==> config.mk <==
export PLATFORM = sky130hd
export DESIGN_NAME = ct_l2cache_dirty_ctrl_flat
export DESIGN_NICKNAME = d
export VERILOG_FILES = /design/src/rtl/ct_l2cache_dirty_pkg.sv /design/src/rtl/ct_l2cache_dirty_ctrl_if.sv /design/src/rtl/ct_l2cache_dirty_ctrl.sv /design/src/flat_wrapper.sv
export SDC_FILE = /design/constraint.sdc
export NUM_CORES = 1
export LEC_CHECK = 0
export BUFFER_PORTS_ARGS = -buffer_cell sky130_fd_sc_hd__buf_2
export CAP_MARGIN = 10
export CORE_AREA = 2 2 240 242
export CTS_BUF_LIST = sky130_fd_sc_hd__clkbuf_8
export DETAILED_ROUTE_END_ITERATION = 8
export DIE_AREA = 0 0 242 244
export SLEW_MARGIN = 0
export SYNTH_ARGS = -nofsm -noshare
export SYNTH_HDL_FRONTEND = slang
export SYNTH_SLANG_ARGS = --single-unit
export TNS_END_PERCENT = 50
==> constraint.sdc <==
create_clock -name forever_cpuclk -period 1.6 [get_ports forever_cpuclk]
set_input_delay 0.24 -clock forever_cpuclk [delete_from_list [all_inputs] [get_ports forever_cpuclk]]
set_output_delay 0.24 -clock forever_cpuclk [all_outputs]
set_load 0.01 [all_outputs]
==> src/rtl/ct_l2cache_dirty_pkg.sv <==
// Shared constants and state encoding for the L2 dirty-array access controller.
// The array holds 16 ways of a 9-bit state field per index, 144 bits per row.
package ct_l2cache_dirty_pkg;

    localparam int L2C_TAG_INDEX_WIDTH = 9;
    localparam int L2C_DIRTY_WAYS      = 16;
    localparam int L2C_DIRTY_WAY_BITS  = 9;
    localparam int L2C_DIRTY_WIDTH     = L2C_DIRTY_WAYS * L2C_DIRTY_WAY_BITS;

    typedef enum logic {
        L2C_DIRTY_INIT = 1'b0,
        L2C_DIRTY_IDLE = 1'b1
    } l2c_dirty_state_e;

endpackage

==> src/rtl/ct_l2cache_dirty_ctrl_if.sv <==
// Request/response handshake plus the point-to-point dirty-array wiring.
// The controller takes the slave view; the requester/array side takes the master view.
interface ct_l2cache_dirty_ctrl_if
    import ct_l2cache_dirty_pkg::*;
#(
    parameter int TAG_INDEX_WIDTH = L2C_TAG_INDEX_WIDTH
);

    logic                         req_vld;
    logic                         req_rdy;
    logic                         req_wr;
    logic [TAG_INDEX_WIDTH-1:0]   req_idx;
    logic [3:0]                   req_way;
    logic [L2C_DIRTY_WAY_BITS-1:0] req_data;

    logic                         init_req;
    logic                         init_busy;

    logic                         rsp_vld;
    logic [L2C_DIRTY_WIDTH-1:0]   rsp_data;

    logic                         dirty_cen;
    logic                         dirty_gwen;
    logic [TAG_INDEX_WIDTH-1:0]   dirty_idx;
    logic [L2C_DIRTY_WIDTH-1:0]   dirty_din;
    logic [L2C_DIRTY_WIDTH-1:0]   dirty_wen;
    logic [L2C_DIRTY_WIDTH-1:0]   dirty_dout;

    modport master (
        output req_vld, req_wr, req_idx, req_way, req_data, init_req, dirty_dout,
        input  req_rdy, init_busy, rsp_vld, rsp_data,
        input  dirty_cen, dirty_gwen, dirty_idx, dirty_din, dirty_wen
    );

    modport slave (
        input  req_vld, req_wr, req_idx, req_way, req_data, init_req, dirty_dout,
        output req_rdy, init_busy, rsp_vld, rsp_data,
        output dirty_cen, dirty_gwen, dirty_idx, dirty_din, dirty_wen
    );

endinterface

==> src/rtl/ct_l2cache_dirty_ctrl.sv <==
// Arbitrates between the zeroing sweep and pipeline read/way-write requests and
// drives the single-port dirty array combinationally; read data returns one cycle later.
module ct_l2cache_dirty_ctrl
    import ct_l2cache_dirty_pkg::*;
#(
    parameter int TAG_INDEX_WIDTH = L2C_TAG_INDEX_WIDTH
)(
    input logic                     forever_cpuclk,
    input logic                     cpurst,
    ct_l2cache_dirty_ctrl_if.slave  bus
);

    localparam logic [TAG_INDEX_WIDTH-1:0] CNT_LAST = '1;

    l2c_dirty_state_e             state_q, state_d;
    logic [TAG_INDEX_WIDTH-1:0]   cnt_q, cnt_d;
    logic                         rsp_vld_q, rsp_vld_d;

    // Per-bit write enable is active-low: only the nine bits of the target way go low.
    function automatic logic [L2C_DIRTY_WIDTH-1:0] way_wen(input logic [3:0] way);
        logic [L2C_DIRTY_WIDTH-1:0] m;
        m = '1;
        for (int w = 0; w < L2C_DIRTY_WAYS; w++) begin
            if (way == 4'(w)) begin
                m[w*L2C_DIRTY_WAY_BITS +: L2C_DIRTY_WAY_BITS] = '0;
            end
        end
        return m;
    endfunction

    always_ff @(posedge forever_cpuclk or posedge cpurst) begin
        if (cpurst) begin
            state_q   <= L2C_DIRTY_INIT;
            cnt_q     <= '0;
            rsp_vld_q <= 1'b0;
        end else begin
            state_q   <= state_d;
            cnt_q     <= cnt_d;
            rsp_vld_q <= rsp_vld_d;
        end
    end

    // Reset holds the array quiet even though the state register already sits in INIT.
    always_comb begin
        state_d        = state_q;
        cnt_d          = cnt_q;
        rsp_vld_d      = 1'b0;
        bus.req_rdy    = 1'b0;
        bus.init_busy  = 1'b1;
        bus.dirty_cen  = 1'b1;
        bus.dirty_gwen = 1'b1;
        bus.dirty_wen  = '1;
        bus.dirty_din  = '0;
        bus.dirty_idx  = bus.req_idx;

        if (!cpurst) begin
            unique case (state_q)
                L2C_DIRTY_INIT: begin
                    bus.dirty_cen  = 1'b0;
                    bus.dirty_gwen = 1'b0;
                    bus.dirty_wen  = '0;
                    bus.dirty_idx  = cnt_q;
                    cnt_d          = cnt_q + 1'b1;
                    if (cnt_q == CNT_LAST) begin
                        state_d = L2C_DIRTY_IDLE;
                    end
                end
                L2C_DIRTY_IDLE: begin
                    bus.init_busy = 1'b0;
                    bus.req_rdy   = !bus.init_req;
                    if (bus.init_req) begin
                        state_d = L2C_DIRTY_INIT;
                        cnt_d   = '0;
                    end else if (bus.req_vld) begin
                        bus.dirty_cen = 1'b0;
                        rsp_vld_d     = !bus.req_wr;
                        if (bus.req_wr) begin
                            bus.dirty_gwen = 1'b0;
                            bus.dirty_din  = {L2C_DIRTY_WAYS{bus.req_data}};
                            bus.dirty_wen  = way_wen(bus.req_way);
                        end
                    end
                end
                default: begin
                    state_d = L2C_DIRTY_INIT;
                end
            endcase
        end
    end

    assign bus.rsp_vld  = rsp_vld_q;
    assign bus.rsp_data = rsp_vld_q ? bus.dirty_dout : '0;

endmodule

==> src/flat_wrapper.sv <==
// flat-port wrapper written by rule: the top's interface ports become plain ports
module ct_l2cache_dirty_ctrl_flat import ct_l2cache_dirty_pkg::*;
#(
    parameter int TAG_INDEX_WIDTH = L2C_TAG_INDEX_WIDTH
)
  (forever_cpuclk, cpurst, bus_req_vld, bus_req_wr, bus_req_idx, bus_req_way, bus_req_data, bus_init_req, bus_dirty_dout, bus_req_rdy, bus_init_busy, bus_rsp_vld, bus_rsp_data, bus_dirty_cen, bus_dirty_gwen, bus_dirty_idx, bus_dirty_din, bus_dirty_wen);
  ct_l2cache_dirty_ctrl_if #(.TAG_INDEX_WIDTH(TAG_INDEX_WIDTH)) bus_i ();
  input logic forever_cpuclk;
  input logic cpurst;
  input wire logic [$bits(bus_i.req_vld)-1:0] bus_req_vld;
  input wire logic [$bits(bus_i.req_wr)-1:0] bus_req_wr;
  input wire logic [$bits(bus_i.req_idx)-1:0] bus_req_idx;
  input wire logic [$bits(bus_i.req_way)-1:0] bus_req_way;
  input wire logic [$bits(bus_i.req_data)-1:0] bus_req_data;
  input wire logic [$bits(bus_i.init_req)-1:0] bus_init_req;
  input wire logic [$bits(bus_i.dirty_dout)-1:0] bus_dirty_dout;
  output wire logic [$bits(bus_i.req_rdy)-1:0] bus_req_rdy;
  output wire logic [$bits(bus_i.init_busy)-1:0] bus_init_busy;
  output wire logic [$bits(bus_i.rsp_vld)-1:0] bus_rsp_vld;
  output wire logic [$bits(bus_i.rsp_data)-1:0] bus_rsp_data;
  output wire logic [$bits(bus_i.dirty_cen)-1:0] bus_dirty_cen;
  output wire logic [$bits(bus_i.dirty_gwen)-1:0] bus_dirty_gwen;
  output wire logic [$bits(bus_i.dirty_idx)-1:0] bus_dirty_idx;
  output wire logic [$bits(bus_i.dirty_din)-1:0] bus_dirty_din;
  output wire logic [$bits(bus_i.dirty_wen)-1:0] bus_dirty_wen;
  assign bus_i.req_vld = bus_req_vld;
  assign bus_i.req_wr = bus_req_wr;
  assign bus_i.req_idx = bus_req_idx;
  assign bus_i.req_way = bus_req_way;
  assign bus_i.req_data = bus_req_data;
  assign bus_i.init_req = bus_init_req;
  assign bus_i.dirty_dout = bus_dirty_dout;
  assign bus_req_rdy = bus_i.req_rdy;
  assign bus_init_busy = bus_i.init_busy;
  assign bus_rsp_vld = bus_i.rsp_vld;
  assign bus_rsp_data = bus_i.rsp_data;
  assign bus_dirty_cen = bus_i.dirty_cen;
  assign bus_dirty_gwen = bus_i.dirty_gwen;
  assign bus_dirty_idx = bus_i.dirty_idx;
  assign bus_dirty_din = bus_i.dirty_din;
  assign bus_dirty_wen = bus_i.dirty_wen;
  ct_l2cache_dirty_ctrl #(.TAG_INDEX_WIDTH(TAG_INDEX_WIDTH)) u_core (.forever_cpuclk(forever_cpuclk), .cpurst(cpurst), .bus(bus_i));
endmodule
==> results.cfg, run 1 <==
[cells_and_area]
final_cells = 1700
syn_to_final_growth_pct = 110.4
finish.instance_area_um2 = 8164
seqCellArea_um2 = 279.0
final_layout_size_suffix_gt1_frac = 0.7864
final_nets = 1115
fillCellCount = 6495
finish.utilization = 0.1453
multiInputGateArea_um2 = 2063

[synth]
netlist_top_cells_area = sky130_fd_sc_hd__buf_4 (51%), sky130_fd_sc_hd__and2_1 (25%), sky130_fd_sc_hd__dfrtp_1 (7.1%)
synth_largest_type_area_fraction = 0.5127
synth_common_cells = sky130_fd_sc_hd__buf_4 (265), sky130_fd_sc_hd__and2_1 (153), sky130_fd_sc_hd__a21oi_1 (15), sky130_fd_sc_hd__clkbuf_1 (15), sky130_fd_sc_hd__dfrtp_1 (11)
async_reset_ff_frac = 1.000
syn-num-nets = 708
synth_edf_count = 0
synth_mux_area_frac = 0.03676
synth_cell_types = 33
synthMostInstantiatedCell = sky130_fd_sc_hd__buf_4
synth_xor_area_frac = 0
synth-compound-area-share = 0.04450
largest_family_of_logic_cells_by_synthesized_area = buffers and inverters
syn_inst = 535
ys_seq_elements = 11
postSynth.topFlopCell = sky130_fd_sc_hd__dfrtp_1
synth_warnings = 0
synth_largest_area_cell = sky130_fd_sc_hd__buf_4
synth_seq_area_share = 0.07094
yosys.area_share.adder = 0.006450
syn-mean-instance-area_um2 = 7.252
synth_area_um2 = 3880
area_share_of_and_or_nand_nor_cells_after_synthesis = 0.3025

[timing]
timing.final.max_slew_violations = 0
max_slew.worst_pin.slew_ns = 0.5556
finalClockSkew_ns = 0.006644
hold-worst-slack_ns = 0.2336
period_needed_ns = 1.883
setup-tns-final_ns = -67.01
setup_ws_ns = -0.2827
grt_setup_unrepaired = true
final_hold_viol_count = 0
min_period_over_period = 1.177
setup-violations-final = 425
achievable-frequency_ghz = 0.5312
max_slew_margin = 0.6292

[outcome]
run_status = finished, violations left
violations_in_the_final_reports = setup timing

[worst_setup_path]
reg2reg_slack_ns = -0.15
origin_of_the_worst_setup_path = u_core.state_q$_DFFE_PP0N_
setup.worst_path.end_class = output port
timing.rr.start = u_core.state_q$_DFFE_PP0N_
crit_path_end = bus_dirty_wen[61]
crit_required_ns = 1.36
reg2reg_to = u_core.cnt_q[0]$_DFFE_PP0P_
critPathKind = flip-flop to output port
crit_fanout = 10
timing.critical_path.arrival_ns = 1.64
crit_path_start_kind = flip-flop
worst-r2r-cell-count = 6

[floorplan]
die_height_um = 244
floorplan.io_pins = 617
die_area_um2 = 59050
fp.dieW_um = 242
starting_density_of_the_core = 0.06908
rows = 87
floorplan_core_area_um2 = 56170

[power]
static-leakage-power_nw = 4.406
total_switching_power_mw = 1.194
switching_share = 0.4269
power_density_nw_per_um2 = 342.6
p_clk_frac = 0.102
ir_worst_vdd_mv = 0.2528
p_int_mw = 1.603
pwr-share-seq = 0.181
p_comb_frac = 0.717
finalPower_mw = 2.797

[drt]
drt-initial-drc-count = 154
detailroute.via_count = 5018
drtAntennaViolNets = 0
totalWireLength_mm = 36.65
drt_drc_violations_left = 0
dr.pass1.iters = 4
wire_per_inst_um = 21.56
post_drt_via_cell_ratio = 2.952

[clock_tree]
tritoncts_clock_tree = done
cts_clock_pin_slew_for_the_worst_setup_and_hold_paths_ns = 0.05
cts_hold_buffers = 0
cts_buffers = 3
ctsRootBufferMaster = sky130_fd_sc_hd__clkbuf_8
clk_path_buf_depth = 2
h-tree-depth = 1
cts.sinks = 11
worst_skew_pair.late_latency_ns = 0.24

[job]
drv.max_cap_violation_count = 0

[grt]
grt_start_max_net_pins = 44
grt_use_total = 0.1105
grt_first_pass_wirelength_mm = 43.70
overflow = 0
grt_antenna_before_repair = 38
grt_pass1_vias = 4422

[place]
place.port_buffers = 616
detailed_place_hpwl_mm = 30.43
gp_congestion = 0.8016
dp_cells = 1655
detailed_place.area_um2 = 6319
pre_cts_slack_ns = -0.1629

[hold_path]
worstHoldPathType = input port to flip-flop
## registers in the layout, indices dropped and copies added, names as in the netlist
signal / cells
u_core.cnt_q: 9
u_core.bus.rsp_vld: 1
u_core.state_q: 1
## cell families (layout without fill, tap and decap cells)
family / after synthesis / after routing
and+or+nand+nor: 191 / 200
muxes: 13 / 13
adders and majority gates: 2 / 2
other: 0 / 3
DFF: 11 / 11
buffers and inverters: 289 / 679
AOI/OAI and AO/OA: 29 / 36
## power by group through the flow
| stage | registers (mW) | clock network [mW] | logic, mW |
|---|---|---|---|
| after floorplan | 0.463 | 0 | 1.16 |
| after global placement | 0.508 | 0 | 1.52 |
| after detailed placement | 0.512 | 0 | 1.54 |
| after CTS | 0.510 | 0.302 | 1.82 |
| after global routing | 0.529 | 0.318 | 2.17 |
| final | 0.507 | 0.284 | 2.01 |
## cell type report
cell class | instances | share of cell area
repair buffers | 670 | 0.5884
diodes | 3 | 0.0009195
flip-flops and latches | 11 | 0.03418
inverters | 5 | 0.002299
clock inverters | 1 | 0.0006130
clock buffers | 3 | 0.005057
multi-input cells | 251 | 0.2527
well taps | 756 | 0.1159
## worst max-delay path, cell delays in order (launching register included)
cell and delay (ns):
sky130_fd_sc_hd__dfrtp_1 0.42, sky130_fd_sc_hd__buf_6 0.15, sky130_fd_sc_hd__nor2_4 0.17, sky130_fd_sc_hd__buf_12 0.18, sky130_fd_sc_hd__buf_12 0.16, sky130_fd_sc_hd__a21oi_4 0.05, sky130_fd_sc_hd__buf_6 0.16, sky130_fd_sc_hd__buf_6 0.12
## cells in the final DEF, fill, tap and decap left out, drive strengths merged
cell type  instances
a21oi             19
a22o               2
a31oi              7
and2             162
and3               1
buf              669
clkbuf             4
clkinv             1
dfrtp             11
diode              3
ha                 2
inv                5
mux2              10
mux2i              3
nand2              6
nand2b             3
nand3              3
nand3b             1
nand4              1
nand4bb            1
nor2               6
nor2b              4
nor3               4
nor4               4
o21ai              3
o2bb2ai            1
o311ai             1
o31ai              3
or2                1
or3                1
or4                2
## worst min path at each step
| stage | from | endpoint | slack [ns] | cells after the start |
|---|---|---|---|---|
| after detailed placement | bus_req_wr | u_core.bus.rsp_vld$_DFF_PP0_ | 0.49 | 2 |
| after CTS | bus_req_wr | u_core.bus.rsp_vld$_DFF_PP0_ | 0.23 | 2 |
| after floorplan | cpurst | u_core.bus.rsp_vld$_DFF_PP0_ | 0.28 | 2 |
| final | bus_req_wr | u_core.bus.rsp_vld$_DFF_PP0_ | 0.23 | 2 |
| after global placement | bus_req_wr | u_core.bus.rsp_vld$_DFF_PP0_ | 0.48 | 2 |
| after global routing | bus_req_wr | u_core.bus.rsp_vld$_DFF_PP0_ | 0.23 | 2 |
## routing by layer
metal | GRT usage | wire length [um] | up-vias | part of all wire
met5 | 0 | 277 | - | 0.0076
met4 | 0.01216 | 682 | 44 | 0.019
met3 | 0.06563 | 5152 | 90 | 0.14
met2 | 0.2264 | 20230 | 426 | 0.55
met1 | 0.09162 | 10310 | 2205 | 0.28
li1 | - | - | 2253 | -
## repair_timing
action,CTS,global route
hold endpoints to repair,0,0
gates cloned,14,7
pin swaps,15,6
setup endpoints to repair,423,438
setup buffers,7,10
gates resized for setup,154,89
Power figures use the tool's default switching activity.
==> run 2, diff against run 1 <==
--- a/config.mk
+++ b/config.mk
@@ -7,8 +7,9 @@
 export LEC_CHECK = 0
+export ABC_AREA = 1
 export BUFFER_PORTS_ARGS = -buffer_cell sky130_fd_sc_hd__buf_2
 export CAP_MARGIN = 10
-export CORE_AREA = 2 2 240 242
+export CORE_AREA = 2 2 238 240
 export CTS_BUF_LIST = sky130_fd_sc_hd__clkbuf_8
 export DETAILED_ROUTE_END_ITERATION = 8
-export DIE_AREA = 0 0 242 244
+export DIE_AREA = 0 0 240 242
 export SLEW_MARGIN = 0
==> constraint.sdc (replaced) <==
create_clock -name forever_cpuclk -period 1.6 [get_ports forever_cpuclk]
set_input_delay 0 -clock forever_cpuclk [delete_from_list [all_inputs] [get_ports forever_cpuclk]]
set_output_delay 0 -clock forever_cpuclk [all_outputs]
set_load 0.01 [all_outputs]
==> run 2 against run 1 <==
Net effect: the flow now finishes without violations; largest power group unchanged; critical path type unchanged; utilization shrank 1.7 points; count of clock-buffer cells in the layout unchanged; total power shrank 12%; non-clock buffer count is 5 lower; clock power about the same; worst hold slack got worse by 0.15 ns.
==> results.cfg, run 2 <==
[power]
p_comb_frac = 0.721
switching_share = 0.4872
finalPower_mw = 2.466
total_switching_power_mw = 1.202
static-leakage-power_nw = 5.227
p_clk_frac = 0.115
power_density_nw_per_um2 = 345.0
p_int_mw = 1.265
pwr-share-seq = 0.164
ir_worst_vdd_mv = 0.2545

[timing]
achievable-frequency_ghz = 0.6376
setup-violations-final = 0
max_slew.worst_pin.slew_ns = 0.5296
period_needed_ns = 1.568
min_period_over_period = 0.9803
final_hold_viol_count = 0
grt_setup_unrepaired = true
max_slew_margin = 0.6470
hold-worst-slack_ns = 0.07973
timing.final.max_slew_violations = 0
finalClockSkew_ns = 0.0008994

[synth]
netlist_top_cells_area = sky130_fd_sc_hd__buf_4 (47%), sky130_fd_sc_hd__nand2_1 (17%), sky130_fd_sc_hd__inv_1 (14%)
synth_cell_types = 28
synth_area_um2 = 4212
synthMostInstantiatedCell = sky130_fd_sc_hd__buf_4
synth_common_cells = sky130_fd_sc_hd__buf_4 (263), sky130_fd_sc_hd__nand2_1 (187), sky130_fd_sc_hd__inv_1 (161), sky130_fd_sc_hd__nor2_1 (27), sky130_fd_sc_hd__buf_2 (17)
postSynth.topFlopCell = sky130_fd_sc_hd__dfrtp_1
synth_largest_area_cell = sky130_fd_sc_hd__buf_4
async_reset_ff_frac = 1.000
syn_inst = 732
ys_seq_elements = 11
syn-mean-instance-area_um2 = 5.753
synth_warnings = 0
synth_seq_area_share = 0.06536
synth_largest_type_area_fraction = 0.4688
synth_edf_count = 0
syn-num-nets = 905

[hold_path]
worstHoldPathType = input port to flip-flop

[worst_setup_path]
buffers_and_inverters_on_the_worst_path = 5
timing.critical_path.arrival_ns = 1.57
critPathKind = flip-flop to output port
critPathMaxStageDelay_ns = 0.38
worst_path_cell_with_the_longest_stage_delay = sky130_fd_sc_hd__dfrtp_1
setup.worst_path.end_class = output port
crit_path_start_kind = flip-flop
path_cells = inv_4, nor2_4, inv_4, buf_8, nor2_4, buf_6, buf_2
path_delay_family = buffers and inverters
crit_fanout = 8
crit_required_ns = 1.60

[cells_and_area]
max_flop_register = u_core.cnt_q
multiInputGateArea_um2 = 1309
leading_cell_types_in_the_layout_fill_and_taps_excluded = sky130_fd_sc_hd__buf_2 (574), sky130_fd_sc_hd__nand2_1 (186), sky130_fd_sc_hd__inv_1 (161)
final_layout_size_suffix_gt1_frac = 0.6303
syn_to_final_growth_pct = 69.76
largest_reg_flops = 9
fillCellCount = 6702
layout.cells.most_common = sky130_fd_sc_hd__buf_2
seqCellArea_um2 = 279.0
final_nets = 1291

[floorplan]
fp.dieW_um = 240
die_height_um = 242
floorplan.io_pins = 617
starting_density_of_the_core = 0.07557
die_area_um2 = 58080
rows = 87
floorplan_core_area_um2 = 55730

[place]
detailed_place_hpwl_mm = 31.01
gp_congestion = 0.7417
place.port_buffers = 616

[clock_tree]
ctsRootBufferMaster = sky130_fd_sc_hd__clkbuf_8
cts_buffers = 3
cts.sinks = 11
cts_clock_pin_slew_for_the_worst_setup_and_hold_paths_ns = 0.05
worst_skew_pair.late_latency_ns = 0.24
h-tree-depth = 1
tritoncts_clock_tree = done
clk_path_buf_depth = 2

[drt]
detailroute.via_count = 5531
post_drt_via_cell_ratio = 2.922
dr.pass1.iters = 5
totalWireLength_mm = 34.32
drt_drc_violations_left = 0
drtAntennaViolNets = 0
drt-initial-drc-count = 169
wire_per_inst_um = 18.13

[grt]
grt_use_total = 0.1072
grt_pass1_vias = 4621
grt_antenna_before_repair = 40
grt_start_max_net_pins = 45
overflow = 0
grt_first_pass_wirelength_mm = 41.37

[outcome]
run_status = complete, no violations

[job]
drv.max_cap_violation_count = 0
[run 2: cell types whose count changed in the layout (fill, tap and decap cells not counted), sizes merged, moves of 10 or more]
| cell | change |
|---|---|
| mux2 | -10 |
| and2 | -162 |
| nand2 | +187 |
| a21oi | -11 |
| nor2 | +26 |
| diode | +17 |
| inv | +162 |
[run 2: power by group through the flow]
stage	registers [mW]	clock network [mW]	logic [mW]
2_1_floorplan	0.392	0	1.33
3_3_place_gp	0.408	0	1.70
3_5_place_dp	0.409	0	1.72
4_1_cts	0.404	0.293	1.78
5_1_grt	0.418	0.305	1.94
6_report	0.405	0.284	1.78
[run 2: area by class of cell]
type | count | area share
well taps | 756 | 0.1323
inverters | 167 | 0.08890
repair buffers | 665 | 0.5434
clock buffers | 3 | 0.005775
flip-flops and latches | 11 | 0.03903
multi-input cells | 270 | 0.1831
clock inverters | 1 | 0.0005250
diodes | 20 | 0.007000
[run 2: timing repair]
| item | 4_1_cts | 5_1_grt |
|---|---|---|
| endpoints found under the hold margin | 2 | 0 |
| cloned | 2 | 3 |
| pin swaps | 3 | 4 |
| endpoints found under the setup margin | 180 | 188 |
| hold buffers | 3 | 0 |
| setup buffers | 4 | 2 |
| gates resized for setup | 34 | 63 |
[run 2: routing by layer]
metal | vias up | GRT usage | part of all wire | wire length [um]
met5 | - | 0 | 0.0052 | 177
met3 | 81 | 0.05777 | 0.14 | 4859
met2 | 437 | 0.2210 | 0.53 | 18250
met4 | 26 | 0.02941 | 0.033 | 1134
met1 | 2376 | 0.08279 | 0.29 | 9900
li1 | 2611 | - | - | -
[run 2: cells by family (layout without fill, tap and decap cells)]
family / Yosys count / in the layout / share of synthesized area
buffers and inverters: 451 / 836 / 0.6494
and+or+nand+nor: 237 / 237 / 0.2344
AOI/OAI and AO/OA: 31 / 31 / 0.04486
DFF: 11 / 11 / 0.06536
adders and majority gates: 2 / 2 / 0.005941
other: 0 / 20 / 0
[run 2: final timing paths]
check                      slack (ns)  cells after the start                   startpoint                      endpoint
setup reg to reg                 0.10                      6  u_core.cnt_q[0]$_DFFE_PP0P_   u_core.cnt_q[8]$_DFFE_PP0P_
max in group asynchronous        0.50                      4                       cpurst  u_core.bus.rsp_vld$_DFF_PP0_
setup / recovery                 0.03                      7   u_core.state_q$_DFFE_PP0N_             bus_dirty_din[16]
min in group asynchronous        0.31                      3                       cpurst    u_core.state_q$_DFFE_PP0N_
hold / removal                   0.08                      3                  bus_req_vld  u_core.bus.rsp_vld$_DFF_PP0_
hold reg to reg                  0.54                      2  u_core.cnt_q[5]$_DFFE_PP0P_   u_core.cnt_q[5]$_DFFE_PP0P_
[run 2: worst min-delay path, delay by kind of cell]
family	cells	cell delay (ns)
and+or+nand+nor	2	0.15
buffers and inverters	1	0.14
[run 2: stage by stage]
step	TNS, ns	cells	cell area (um^2)	worst slack (ns)	util
floorplan	-1.890	732	4212	-0.01575	-
global placement	-1.108	1855	6465	-0.05816	0.1160
detailed placement	-2.643	1855	6465	-0.1044	0.1160
CTS	-0.1008	1868	6750	-0.02403	0.1211
global route	-2.957	1875	7104	-0.08908	0.1275
finish	0	1893	7149	0.03156	0.1283
==> run 3, diff against run 2 <==
Settings changed: REMOVE_ABC_BUFFERS set to 1.
==> run 3 against run 2 <==
Net effect: the run now ends with setup timing left; worst hold slack improved by 0.027 ns; worst setup slack got worse by 0.065 ns; combinational power about the same; first-iteration DRC count decreased by 17%; largest power group unchanged; utilization decreased by 0.53 points; sequential share of layout area increased by 0.17 points.
==> results.cfg, run 3 (synthesis results as in run 2) <==
[grt]
grt_first_pass_wirelength_mm = 28.06
grt_pass1_vias = 4133
grt_antenna_before_repair = 24
grt_use_total = 0.06696
grt_start_max_net_pins = 45
overflow = 0

[power]
static-leakage-power_nw = 5.130
ir_worst_vdd_mv = 0.3518
total_switching_power_mw = 1.209
p_int_mw = 1.256
power_density_nw_per_um2 = 359.7
switching_share = 0.4906
pwr-share-seq = 0.165
p_comb_frac = 0.717
p_clk_frac = 0.118
finalPower_mw = 2.465

[worst_setup_path]
reg2reg_to = u_core.cnt_q[8]$_DFFE_PP0P_
worst-r2r-cell-count = 6
worst_path_cell_with_the_longest_stage_delay = sky130_fd_sc_hd__a41oi_2
critPathMaxStageDelay_ns = 0.44
path_cells = inv_2, buf_4, nand2_8, inv_8, a41oi_2, buf_2
crit_path_start_kind = flip-flop
timing.critical_path.arrival_ns = 1.63
timing.rr.start = u_core.cnt_q[0]$_DFFE_PP0P_
crit_fanout = 14
critPathKind = flip-flop to output port
crit_required_ns = 1.60
setup.worst_path.end_class = output port
reg2reg_slack_ns = 0.19

[place]
gp_congestion = 0.7607
detailed_place.area_um2 = 6330
detailed_place_hpwl_mm = 20.30
pre_cts_slack_ns = -0.1898
place.port_buffers = 616
dp_cells = 1837

[floorplan]
fp.dieW_um = 240
die_area_um2 = 58080
floorplan_core_area_um2 = 55730
rows = 87
die_height_um = 242
floorplan.io_pins = 617
starting_density_of_the_core = 0.07557

[hold_path]
worst_min_delay_path_endpoint = u_core.bus.rsp_vld$_DFF_PP0_
worstHoldPathType = input port to flip-flop
hold_path_startpoint = bus_req_vld
hold-path-cell-count = 3

[timing]
setup-violations-final = 18
max_slew_margin = 0.5059
hold-worst-slack_ns = 0.1068
timing.final.max_slew_violations = 0
achievable-frequency_ghz = 0.6121
final_hold_viol_count = 0
period_needed_ns = 1.634
setup-tns-final_ns = -0.5288
finalClockSkew_ns = 0.005024
min_period_over_period = 1.021
grt_setup_unrepaired = true
setup_ws_ns = -0.03374
max_slew.worst_pin.slew_ns = 0.7384

[clock_tree]
tritoncts_clock_tree = done
cts_buffers = 3
cts.sinks = 11
cts_clock_pin_slew_for_the_worst_setup_and_hold_paths_ns = 0.06
ctsRootBufferMaster = sky130_fd_sc_hd__clkbuf_8
clk_path_buf_depth = 2
worst_skew_pair.late_latency_ns = 0.25
h-tree-depth = 1

[cells_and_area]
finish.utilization = 0.1230
final_cells = 1857
final_layout_size_suffix_gt1_frac = 0.6309
max_flop_register = u_core.cnt_q
final_nets = 1274
finish.instance_area_um2 = 6854
leading_cell_types_in_the_layout_fill_and_taps_excluded = sky130_fd_sc_hd__buf_2 (608), sky130_fd_sc_hd__nand2_1 (187), sky130_fd_sc_hd__inv_1 (162)
largest_reg_flops = 9
layout.cells.most_common = sky130_fd_sc_hd__buf_2
syn_to_final_growth_pct = 62.75

[outcome]
run_status = finished, violations left
violations_in_the_final_reports = setup timing

[drt]
drt_drc_violations_left = 0
totalWireLength_mm = 22.65
drt-initial-drc-count = 140
post_drt_via_cell_ratio = 2.803
detailroute.via_count = 5205
dr.pass1.iters = 4
wire_per_inst_um = 12.20
drtAntennaViolNets = 0

[job]
drv.max_cap_violation_count = 0
==> run 3: worst max path at each step <==
stage | from | to | slack (ns) | cells past startpoint
after floorplan | u_core.state_q$_DFFE_PP0N_ | bus_dirty_din[0] | -1.13 | 4
after detailed placement | u_core.state_q$_DFFE_PP0N_ | bus_dirty_din[10] | -0.19 | 6
after global routing | u_core.state_q$_DFFE_PP0N_ | bus_dirty_wen[14] | -0.1 | 8
after CTS | u_core.state_q$_DFFE_PP0N_ | bus_dirty_wen[27] | -0.23 | 6
final | u_core.state_q$_DFFE_PP0N_ | bus_dirty_wen[51] | -0.03 | 6
after global placement | u_core.state_q$_DFFE_PP0N_ | bus_dirty_din[84] | -0.11 | 6
==> run 3: cell type report <==
| cell class | count | area [um^2] |
|---|---|---|
| Fill cell | 6600 | 48880 |
| Timing Repair Buffer | 645 | 3507 |
| Multi-Input combinational cell | 272 | 1429 |
| Tap cell | 756 | 945.9 |
| Inverter | 167 | 638.1 |
| Sequential cell | 11 | 279.0 |
| Clock buffer | 3 | 41.29 |
| Timing Repair inverter | 1 | 7.507 |
| Clock inverter | 1 | 3.754 |
| Antenna cell | 1 | 2.502 |
==> run 3: worst max-delay path: cells and delay by family (launching register included) <==
kind / cells / cell delay [ns]
buf+inv: 4 / 0.51
simple gates: 1 / 0.07
compound gates: 1 / 0.44
flops: 1 / 0.36
==> run 3: metal layers <==
layer  wire length (um)  vias to the layer above  GRT usage
li1                   -                     2555          -
met2              10690                      367     0.1247
met5                152                        -          0
met1               7491                     2206    0.06071
met4                225                       26   0.004384
met3               4090                       51    0.04797
==> run 3: power groups by stage <==
stage	Sequential, mW	Combinational [mW]	Clock [mW]
global route	0.418	1.91	0.311
detailed placement	0.412	1.63	0
finish	0.408	1.77	0.291
floorplan	0.401	0.714	0
global placement	0.409	1.63	0
CTS	0.408	1.67	0.289
==> run 3: timing repair <==
action,4_1_cts,5_1_grt
setup endpoints to repair,279,256
resized for setup,21,34
gates cloned,1,3
endpoints found under the hold margin,1,0
pin swaps,8,0
hold buffers,1,0
setup buffers,8,2
